==> src/rtl/wb_arbiter2_if.sv <==
// Single Wishbone link (address/data/select/we/cyc out from the master, rdt/ack back).
// The arbiter takes two of these as slave-side ports and drives one as a master.
interface wb_arbiter2_if #(
  parameter int AW = 32,
  parameter int DW = 32
) ();
  logic [AW-1:0]   adr;
  logic [DW-1:0]   dat;
  logic [DW/8-1:0] sel;
  logic            we;
  logic            cyc;
  logic [DW-1:0]   rdt;
  logic            ack;

  modport master (output adr, dat, sel, we, cyc, input rdt, ack);
  modport slave  (input adr, dat, sel, we, cyc, output rdt, ack);
endinterface

==> src/rtl/wb_arbiter2.sv <==
// Round-robin two-master Wishbone arbiter (SERV ibus m0 / dbus m1) onto the peripheral bus.
// Optional forced termination of stalled grants with `define WB_ARB_TIMEOUT_EN.
module wb_arbiter2 #(
  parameter int AW      = 32,
  parameter int DW      = 32,
  parameter int TIMEOUT = 255
) (
  input  logic              wb_ck,
  input  logic              wb_rst_n,
  wb_arbiter2_if.slave      m0,
  wb_arbiter2_if.slave      m1,
  wb_arbiter2_if.master     s,
  output logic              timeout,
  output logic [1:0]        grant
);

  typedef enum logic [1:0] {
    IDLE = 2'd0,
    G0   = 2'd1,
    G1   = 2'd2
  } state_t;

  localparam logic [7:0] TO_LAST = 8'(TIMEOUT - 1);

  state_t state_r;
  state_t state_s;
  logic   last_r;
  logic   last_s;
  logic   to_hit_s;

`ifdef WB_ARB_TIMEOUT_EN
  logic [7:0] cnt_r;

  // Grant-age counter: held at zero in IDLE so every grant starts from 0.
  always_ff @(posedge wb_ck or negedge wb_rst_n) begin
    if (!wb_rst_n) begin
      cnt_r <= 8'd0;
    end else if (state_r == IDLE) begin
      cnt_r <= 8'd0;
    end else if (!s.ack) begin
      cnt_r <= cnt_r + 8'd1;
    end else begin
      cnt_r <= cnt_r;
    end
  end

  assign to_hit_s = (cnt_r == TO_LAST);
`else
  logic unused_s;
  assign unused_s = &{1'b0, TO_LAST};
  assign to_hit_s = 1'b0;
`endif

  // State and round-robin history; last_r=1 means m1 was served last.
  always_ff @(posedge wb_ck or negedge wb_rst_n) begin
    if (!wb_rst_n) begin
      state_r <= IDLE;
      last_r  <= 1'b1;
    end else begin
      state_r <= state_s;
      last_r  <= last_s;
    end
  end

  // Next state and bus routing; everything is zero while idle.
  always_comb begin
    state_s = state_r;
    last_s  = last_r;
    s.adr   = '0;
    s.dat   = '0;
    s.sel   = '0;
    s.we    = 1'b0;
    s.cyc   = 1'b0;
    m0.rdt  = '0;
    m0.ack  = 1'b0;
    m1.rdt  = '0;
    m1.ack  = 1'b0;
    timeout = 1'b0;
    grant   = 2'b00;
    case (state_r)
      IDLE: begin
        if (m0.cyc && m1.cyc) begin
          state_s = last_r ? G0 : G1;
        end else if (m0.cyc) begin
          state_s = G0;
        end else if (m1.cyc) begin
          state_s = G1;
        end else begin
          state_s = IDLE;
        end
      end
      G0: begin
        grant  = 2'b01;
        s.adr  = m0.adr;
        s.dat  = m0.dat;
        s.sel  = m0.sel;
        s.we   = m0.we;
        s.cyc  = m0.cyc;
        m0.ack = s.ack;
        m0.rdt = s.rdt;
        if (s.ack) begin
          state_s = IDLE;
          last_s  = 1'b0;
        end else if (to_hit_s && m0.cyc) begin
          m0.ack  = 1'b1;
          m0.rdt  = '1;
          timeout = 1'b1;
          state_s = IDLE;
          last_s  = 1'b0;
        end else if (!m0.cyc) begin
          state_s = IDLE;
        end else begin
          state_s = G0;
        end
      end
      G1: begin
        grant  = 2'b10;
        s.adr  = m1.adr;
        s.dat  = m1.dat;
        s.sel  = m1.sel;
        s.we   = m1.we;
        s.cyc  = m1.cyc;
        m1.ack = s.ack;
        m1.rdt = s.rdt;
        if (s.ack) begin
          state_s = IDLE;
          last_s  = 1'b1;
        end else if (to_hit_s && m1.cyc) begin
          m1.ack  = 1'b1;
          m1.rdt  = '1;
          timeout = 1'b1;
          state_s = IDLE;
          last_s  = 1'b1;
        end else if (!m1.cyc) begin
          state_s = IDLE;
        end else begin
          state_s = G1;
        end
      end
      default: begin
        state_s = IDLE;
      end
    endcase
  end

endmodule

==> src/flat_wrapper.sv <==
// flat-port wrapper written by rule: the top's interface ports become plain ports
module wb_arbiter2_flat 
#(
  parameter int AW      = 32,
  parameter int DW      = 32,
  parameter int TIMEOUT = 255
)
  (wb_ck, wb_rst_n, timeout, grant, m0_adr, m0_dat, m0_sel, m0_we, m0_cyc, m0_rdt, m0_ack, m1_adr, m1_dat, m1_sel, m1_we, m1_cyc, m1_rdt, m1_ack, s_adr, s_dat, s_sel, s_we, s_cyc, s_rdt, s_ack);
  wb_arbiter2_if #(.AW(AW), .DW(DW)) m0_i ();
  wb_arbiter2_if #(.AW(AW), .DW(DW)) m1_i ();
  wb_arbiter2_if #(.AW(AW), .DW(DW)) s_i ();
  input  logic wb_ck;
  input  logic wb_rst_n;
  output logic timeout;
  output logic [1:0] grant;
  input wire logic [$bits(m0_i.adr)-1:0] m0_adr;
  input wire logic [$bits(m0_i.dat)-1:0] m0_dat;
  input wire logic [$bits(m0_i.sel)-1:0] m0_sel;
  input wire logic [$bits(m0_i.we)-1:0] m0_we;
  input wire logic [$bits(m0_i.cyc)-1:0] m0_cyc;
  output wire logic [$bits(m0_i.rdt)-1:0] m0_rdt;
  output wire logic [$bits(m0_i.ack)-1:0] m0_ack;
  input wire logic [$bits(m1_i.adr)-1:0] m1_adr;
  input wire logic [$bits(m1_i.dat)-1:0] m1_dat;
  input wire logic [$bits(m1_i.sel)-1:0] m1_sel;
  input wire logic [$bits(m1_i.we)-1:0] m1_we;
  input wire logic [$bits(m1_i.cyc)-1:0] m1_cyc;
  output wire logic [$bits(m1_i.rdt)-1:0] m1_rdt;
  output wire logic [$bits(m1_i.ack)-1:0] m1_ack;
  output wire logic [$bits(s_i.adr)-1:0] s_adr;
  output wire logic [$bits(s_i.dat)-1:0] s_dat;
  output wire logic [$bits(s_i.sel)-1:0] s_sel;
  output wire logic [$bits(s_i.we)-1:0] s_we;
  output wire logic [$bits(s_i.cyc)-1:0] s_cyc;
  input wire logic [$bits(s_i.rdt)-1:0] s_rdt;
  input wire logic [$bits(s_i.ack)-1:0] s_ack;
  assign m0_i.adr = m0_adr;
  assign m0_i.dat = m0_dat;
  assign m0_i.sel = m0_sel;
  assign m0_i.we = m0_we;
  assign m0_i.cyc = m0_cyc;
  assign m0_rdt = m0_i.rdt;
  assign m0_ack = m0_i.ack;
  assign m1_i.adr = m1_adr;
  assign m1_i.dat = m1_dat;
  assign m1_i.sel = m1_sel;
  assign m1_i.we = m1_we;
  assign m1_i.cyc = m1_cyc;
  assign m1_rdt = m1_i.rdt;
  assign m1_ack = m1_i.ack;
  assign s_adr = s_i.adr;
  assign s_dat = s_i.dat;
  assign s_sel = s_i.sel;
  assign s_we = s_i.we;
  assign s_cyc = s_i.cyc;
  assign s_i.rdt = s_rdt;
  assign s_i.ack = s_ack;
  wb_arbiter2 #(.AW(AW), .DW(DW), .TIMEOUT(TIMEOUT)) u_core (.wb_ck(wb_ck), .wb_rst_n(wb_rst_n), .m0(m0_i), .m1(m1_i), .s(s_i), .timeout(timeout), .grant(grant));
endmodule
==> config.mk <==
export PLATFORM = sky130hd
export DESIGN_NAME = wb_arbiter2_flat
export DESIGN_NICKNAME = d
export VERILOG_FILES = /design/src/rtl/wb_arbiter2_if.sv /design/src/rtl/wb_arbiter2.sv /design/src/flat_wrapper.sv
export SDC_FILE = /design/constraint.sdc
export NUM_CORES = 1
export LEC_CHECK = 0
export BUFFER_PORTS_ARGS = -buffer_cell sky130_fd_sc_hd__buf_2
export CAP_MARGIN = 20
export CORE_AREA = 4 4 121 123
export CTS_CLUSTER_DIAMETER = 150
export DETAILED_ROUTE_END_ITERATION = 12
export DIE_AREA = 0 0 125 127
export PLACE_DENSITY = 0.42
export SETUP_SLACK_MARGIN = 0.5
export SLEW_MARGIN = 10
export SYNTH_ARGS = -nofsm -noshare
export SYNTH_HDL_FRONTEND = slang
export SYNTH_SLANG_ARGS = --single-unit
==> constraint.sdc <==
create_clock -name wb_ck -period 2 [get_ports wb_ck]
set_input_delay 0.4 -clock wb_ck [delete_from_list [all_inputs] [get_ports wb_ck]]
set_output_delay 0.4 -clock wb_ck [all_outputs]
set_load 0.05 [all_outputs]
== Word level (Yosys, flattened, before mapping) ==
Cells that the tools add are included.
Storage, ports and cells
  word-level logic and storage cells: 32
  input bits: 175
  output and inout port bits: 139
  bits in registers: 3
Operators by class
  eq/ne operators: 4
  multiplexer cells: 22
  reduce and logical (&&, ||, !) cells: 4
Operator list (count)
  32-bit case mux with 2 select lines: 2
  32-bit two-way mux: 2
  2-bit two-way mux: 6
  4-bit case mux with 2 select lines: 1
  1-bit two-way mux: 6
  1-bit case mux with 2 select lines: 3
  2-bit case mux with 3 select lines: 1
  2-bit != test, second input constant: 2
  2-bit case mux with 2 select lines: 1
  3-bit AND reduction: 1
  2-bit by 1-bit == test with 1-bit output, second input constant: 1
  2-bit == test, second input constant: 1
  2-bit logical NOT: 1
  2-bit nonzero test: 1
  1-bit logical AND: 1

== Logic depth before layout (Yosys ltp) ==
Gate-level depths: netlist of run 1.
  depth in word-level cells: 4
  mapped depth: 6
  depth with buffers taken out: 5

== Worst setup path after synthesis of run 1 ==
Ideal clock, no wire load.
  kind: register -> output
  from: register u_core.state_r[0]
  to: output s_adr[0]
  data arrival time: 1.759 ns
  setup slack: -0.159 ns
  path buffers: 1
  stages on the path, launching flop included: 5
  required time: 1.600 ns
  path through: dfrtp_1 > inv_1 > ha_1 > clkbuf_1 > nor2b_1
On the way
  cells in the longest elaborated chain, start to end: 2
  elaborated cells on any way between the ends: 3
  classes of those cells: eq/ne (2); mux (1)
RTL lines
  start, declared: RTL line wb_arbiter2.sv:25  | state_t state_r;
  start signal, assigned: RTL line wb_arbiter2.sv:60  | state_r <= state_s;
  2-bit == test or 2-bit by 1-bit == test with 1-bit output (tied branches): RTL line wb_arbiter2.sv:80  | case (state_r)
  32-bit case mux with 2 select lines (*): RTL line wb_arbiter2.sv:80
  end, declared: RTL line flat_wrapper.sv:30  | output wire logic [$bits(s_i.adr)-1:0] s_adr;
Mark *: on every way between the ends. The rest lies on a longest branch, timed or not.

== Final worst setup path of run 1 ==
  from: register u_core.state_r[1]
  to: output s_adr[27]
Same word-level chain as after synthesis.

==> results_dict.tcl, run 1 <==
set metrics [dict create \
    status "complete, but fails checks" \
    yosysWarnings 0 \
    synthCells 259 \
    finalCritPeriodShare_pct 104 \
    violations "setup timing" \
    cts.sinks 3 \
    sw_frac_of_total_pct 53.7 \
    grt_pass1_wl_um 18000 \
    internal_power_mw 3.84 \
    multiInputGateArea_um2 2040 \
    dr.pass1.iters 4 \
    die_w_um 125 \
    antenna_found_initial 0 \
    cp.required_ns 1.60 \
    min_path_type "in2reg" \
    wl_um 13100 \
    synth_seq_area_share_pct 4.34 \
    nets 761 \
    final_max_slew_viol_count 0 \
    final_antenna_net_count 0 \
    area_delta_synth_final_pct 209 \
    dp_cells 730 \
    grt_pass1_vias 3379 \
    fin_skew_ns 0.00168 \
    vias_per_cell 4.33 \
    setup_ws_ns -0.0856 \
    clock_latency_ns 0.23 \
    die_y_um 127 \
    max-cap-violations 0 \
    ios 314 \
    drive_gt1_share_pct 85.7 \
    drc 0 \
    fin_area_um2 5430 \
    core_um2 13700 \
    htreeDepth 1 \
    dp_worst_setup_slack_ns 0.0865 \
    start_kind "flop" \
    power_frac_comb_pct 94.7 \
    routabilityCongestion 0.832 \
    detail_route.wl_per_cell_um 17.2 \
    numCtsBuffers 3 \
    fmaxAchievable_mhz 479 \
    start_util_pct 12.9 \
    cts_tree "done" \
    port_buffers 312 \
    avgSynthCellArea_um2 6.79 \
    p_per_area_nw_per_um2 1530 \
    timing.setup.tns_ns -2.33 \
    worst-path-buf-inv 4 \
    p_sw_mw 4.46 \
    reg2reg_depth 8 \
    cp-end-kind "output pin" \
    drt_iter0_markers 61 \
    hpwl_um 9090 \
    path_depth 7 \
    die_area_um2 15900 \
    power_leakage_nw 2.51 \
    rsz0062_at_grt "true" \
    peakVddDrop_mv 0.514 \
    cts_buffer_depth 2 \
    critPathMaxStageDelay_ns 0.44 \
    vias 3284 \
    worstHoldPathCells 2 \
    path_clk_slew_ns 0.03 \
    synth_cell_types 17 \
    min_period_ns 2.09 \
    slowest_stage "dfrtp_2" \
    grt_use_total_pct 13.9 \
    crit_type "reg2out" \
    pwr-share-clk_pct 3.8 \
    fp-row-count 43 \
    finalNonFillerCells 759 \
    clockRootBuffer "clkbuf_16" \
    place_area_um2 3880 \
    grt_overflow 0 \
    synth_seq_cells 3 \
    power_frac_seq_pct 1.5 \
    syn-cell-area_um2 1760 \
    grt_max_degree 45 \
    hold_violations 0 \
    finalSetupViolCount 68 \
    num_antenna_cells 0 \
    crit_chain "inv_4 -> ha_4 -> buf_12 -> clkbuf_16 -> a22oi_1 -> nor2b_2 -> buf_6" \
    register_area_um2 77.6 \
    nFillCells 1359 \
    cp_max_fo 6 \
    crit_arrival_ns 1.69 \
    crit_family "buffers and inverters" \
    syn-num-nets 440 \
]
-- metal layers --
layer | up-vias | global-route usage, % | routed length, um
li1 | 1546 | - | -
met1 | 1531 | 15.1 | 4740
met2 | 199 | 27.6 | 7120
met3 | 8 | 3.51 | 1120
met4 | 0 | 2.30 | 110
met5 | - | 0 | 0
-- through the flow --
stage / utilization (%) / hold WS, ns / power, mW
2_1_floorplan: - / 0.104 / 4.70
3_3_place_gp: 28.4 / 0.198 / 5.92
3_5_place_dp: 28.4 / 0.206 / 5.93
4_1_cts: 36.1 / 0.465 / 7.60
5_1_grt: 39.8 / 0.472 / 8.68
6_report: 39.8 / 0.460 / 8.30
-- final cells by class --
| class | count | area share [%] |
|---|---|---|
| tap | 180 | 4.15 |
| clock buffer | 4 | 1.45 |
| multi-input combinational | 223 | 37.5 |
| inverter | 2 | 0.184 |
| timing repair buffer | 347 | 55.3 |
| sequential | 3 | 1.43 |
-- power by group through the flow --
| stage | registers, mW | logic (mW) | clock network, mW |
|---|---|---|---|
| after global placement | 0.116 | 5.80 | 0 |
| after CTS | 0.116 | 7.17 | 0.322 |
| final | 0.124 | 7.86 | 0.319 |
| after detailed placement | 0.116 | 5.82 | 0 |
| after floorplan | 0.116 | 4.58 | 0 |
| after global routing | 0.129 | 8.22 | 0.331 |
-- repair_timing --
item,4_1_cts,5_1_grt
gates resized for setup,226,87
gates cloned,6,4
setup buffers,12,2
endpoints found under the setup margin,138,139
hold buffers,1,0
endpoints found under the hold margin,2,0
pin swaps,4,24
-- cell usage in the layout (no fill, tap or decap), drive strengths merged, types with 6 or more instances in the layout --
cell / Yosys / routed
and2: 66 / 66
buf: 18 / 342
nor2b: 72 / 72
a22oi: 70 / 70
ha: 6 / 6
clkbuf: 13 / 8
-- flip-flops by register name (all words and copies together), names as in the netlist --
signal and cells:
u_core.last_r 1, u_core.state_r 2
-- synth_stat cells (all sizes together) --
master	number	share of area (%)
a22oi	70	30
a22o	1	0.50
nand2	2	0.43
ha	6	4.3
nor3b	2	0.85
conb	1	0.21
buf	18	6.1
a21oi	2	0.57
and2	66	23
clkbuf	13	3.0
dfstp	1	1.5
dfrtp	2	2.8
nand2b	1	0.36
inv	2	0.43
nor2b	72	26
-- worst reg2reg max path, delay by kind of cell (launching register included) --
| family | cells | cell delay [ns] |
|---|---|---|
| AOI/OAI and AO/OA | 1 | 0.13 |
| adders and majority gates | 1 | 0.16 |
| buffers and inverters | 4 | 0.44 |
| DFF | 1 | 0.42 |
| and+or+nand+nor | 2 | 0.19 |
-- worst paths after layout --
check	startpoint	endpoint	slack (ns)
max	u_core.state_r[1]	s_adr[27]	-0.09
min	m1_cyc	u_core.state_r[1]	0.46
max reg2reg	u_core.state_r[1]	u_core.state_r[0]	0.54
min reg2reg	u_core.last_r	u_core.last_r	0.54
max in group asynchronous	wb_rst_n	u_core.last_r	1.26
min in group asynchronous	wb_rst_n	u_core.state_r[0]	0.53
-- cell families after synthesis --
kind of cell             count (synthesis)  synth area share (%)
AND/OR/NAND/NOR                        143                  50.7
buffers and inverters                   33                  9.53
adder cells (fa/ha/maj)                  6                  4.27
other                                    1                 0.213
flip-flops                               3                  4.34
AO/OA/AOI/OAI                           73                  30.9
Note: power is estimated with default switching activity, not from simulation.
==> run 2: changes to the inputs <==
clock period = 2.1 ns   (was 2 ns; I/O delays follow)
==> run 2 against run 1 <==
  * The run now ends clean
  * Cell area is 7.6% higher
  * Total power is 1.4% higher
  * Sequential share of layout area is 0.079 points lower
  * Register-to-register slack better by 0.13 ns
  * Critical path type unchanged
==> results_dict.tcl, run 2 (same netlist as run 1, synthesis figures left out) <==
set metrics [dict create \
    status "complete, no violations" \
    min_period_ns 2.09 \
    power_leakage_nw 2.62 \
    crit_chain "inv_4 -> ha_4 -> buf_12 -> clkbuf_16 -> a22oi_1 -> nor2b_2 -> buf_6" \
    antenna_found_initial 0 \
    path_clk_slew_ns 0.03 \
    hold_violations 0 \
    vias_per_cell 4.33 \
    drive_gt1_share_pct 92.7 \
    hpwl_um 8650 \
    grt_pass1_vias 3484 \
    critPathMaxStageDelay_ns 0.44 \
    grt_use_total_pct 14.4 \
    num_antenna_cells 0 \
    fin_area_um2 5850 \
    die_y_um 127 \
    setup_ws_ns 0.0140 \
    htreeDepth 1 \
    area_delta_synth_final_pct 232 \
    dp_worst_setup_slack_ns 0.124 \
    min_path_type "in2reg" \
    wl_um 13400 \
    routabilityCongestion 0.823 \
    max-cap-violations 0 \
    finalNonFillerCells 758 \
    clock_latency_ns 0.23 \
    port_buffers 312 \
    fmaxAchievable_mhz 479 \
    rsz0062_at_grt "true" \
    grt_max_degree 36 \
    final_antenna_net_count 0 \
    core_um2 13700 \
    crit_type "reg2out" \
    cp-end-kind "output pin" \
    place_area_um2 3960 \
    die_area_um2 15900 \
    fin_skew_ns 0.000973 \
    fp-row-count 43 \
    numCtsBuffers 3 \
    p_per_area_nw_per_um2 1440 \
    dp_cells 728 \
    finalSetupViolCount 0 \
    ios 314 \
    detail_route.wl_per_cell_um 17.7 \
    grt_pass1_wl_um 18700 \
    grt_overflow 0 \
    drt_iter0_markers 56 \
    die_w_um 125 \
    drc 0 \
    nets 760 \
    cts_buffer_depth 2 \
    start_kind "flop" \
    slowest_stage "dfrtp_2" \
    peakVddDrop_mv 0.516 \
    nFillCells 1275 \
    crit_arrival_ns 1.67 \
    clockRootBuffer "clkbuf_16" \
    regMostFlops "u_core.state_r" \
    finalCritPeriodShare_pct 99.3 \
    top_regs "u_core.state_r (2), u_core.last_r (1)" \
    final_max_slew_viol_count 0 \
    cp_max_fo 11 \
    cts_tree "done" \
    start_util_pct 12.9 \
    layout_common_cells "buf_2, buf_6, and2_4, nor2b_2, a22oi_2" \
    vias 3282 \
    cp.required_ns 1.68 \
    final_common_cell "buf_2" \
    cts.sinks 3 \
    largest_reg_flops 2 \
    dr.pass1.iters 4 \
]
-- run 2: through the flow --
| step | util, % | power, mW | setup TNS (ns) | hold slack, ns |
|---|---|---|---|---|
| floorplan | - | 4.55 | 0 | 0.124 |
| global placement | 29.0 | 5.70 | 0 | 0.221 |
| detailed placement | 29.0 | 5.73 | 0 | 0.225 |
| CTS | 39.2 | 7.80 | -0.0229 | 0.478 |
| global route | 42.8 | 8.79 | -1.15 | 0.507 |
| finish | 42.8 | 8.42 | 0 | 0.492 |
-- run 2: final timing paths --
check                             startpoint                end  slack, ns  cells after the start
max reg2reg                u_core.state_r[0]  u_core.state_r[0]       0.67                      7
min reg2reg                    u_core.last_r      u_core.last_r       0.55                      1
min                                   m1_cyc  u_core.state_r[1]       0.49                      2
min in group asynchronous           wb_rst_n  u_core.state_r[1]       0.56                      2
max in group asynchronous           wb_rst_n      u_core.last_r       1.34                      2
max                        u_core.state_r[0]          s_dat[16]       0.01                      7
-- run 2: routing by layer --
layer	vias up	GRT usage (%)	share of wire (%)
met5	-	0	0
met4	0	1.72	1.4
met3	14	2.72	7.7
met2	190	30.2	56
met1	1541	15.0	35
li1	1537	-	-
-- run 2: worst max-delay path, delay by kind of cell (launching register included) --
family                     cells  cell delay (ns)
buffers and inverters          4             0.56
DFF                            1             0.44
AOI/OAI and AO/OA              1             0.10
and+or+nand+nor                1             0.13
adders and majority gates      1             0.21
-- run 2: final cells by class --
class / count / area [um2] / area share, %
repair buffers: 346 / 3260 / 55.8
multi-input cells: 223 / 2190 / 37.4
well taps: 180 / 225 / 3.85
flip-flops and latches: 3 / 78.8 / 1.35
clock buffers: 4 / 78.8 / 1.35
inverters: 2 / 12.5 / 0.214
-- run 2: repair_timing --
| action | CTS | global route |
|---|---|---|
| cloned | 7 | 6 |
| setup buffers | 6 | 6 |
| endpoints found under the setup margin | 138 | 139 |
| endpoints found under the hold margin | 2 | 0 |
| resized for setup | 309 | 73 |
| pin swaps | 5 | 19 |
| hold buffers | 1 | 0 |
-- run 2: report_power, final --
group	internal (mW)	total [mW]	switching, mW	leakage (nW)
logic	3.68	7.98	4.30	2.55
registers	0.0927	0.128	0.0354	0.0337
clock network	0.251	0.308	0.0572	0.0382
total	4.03	8.42	4.39	2.62
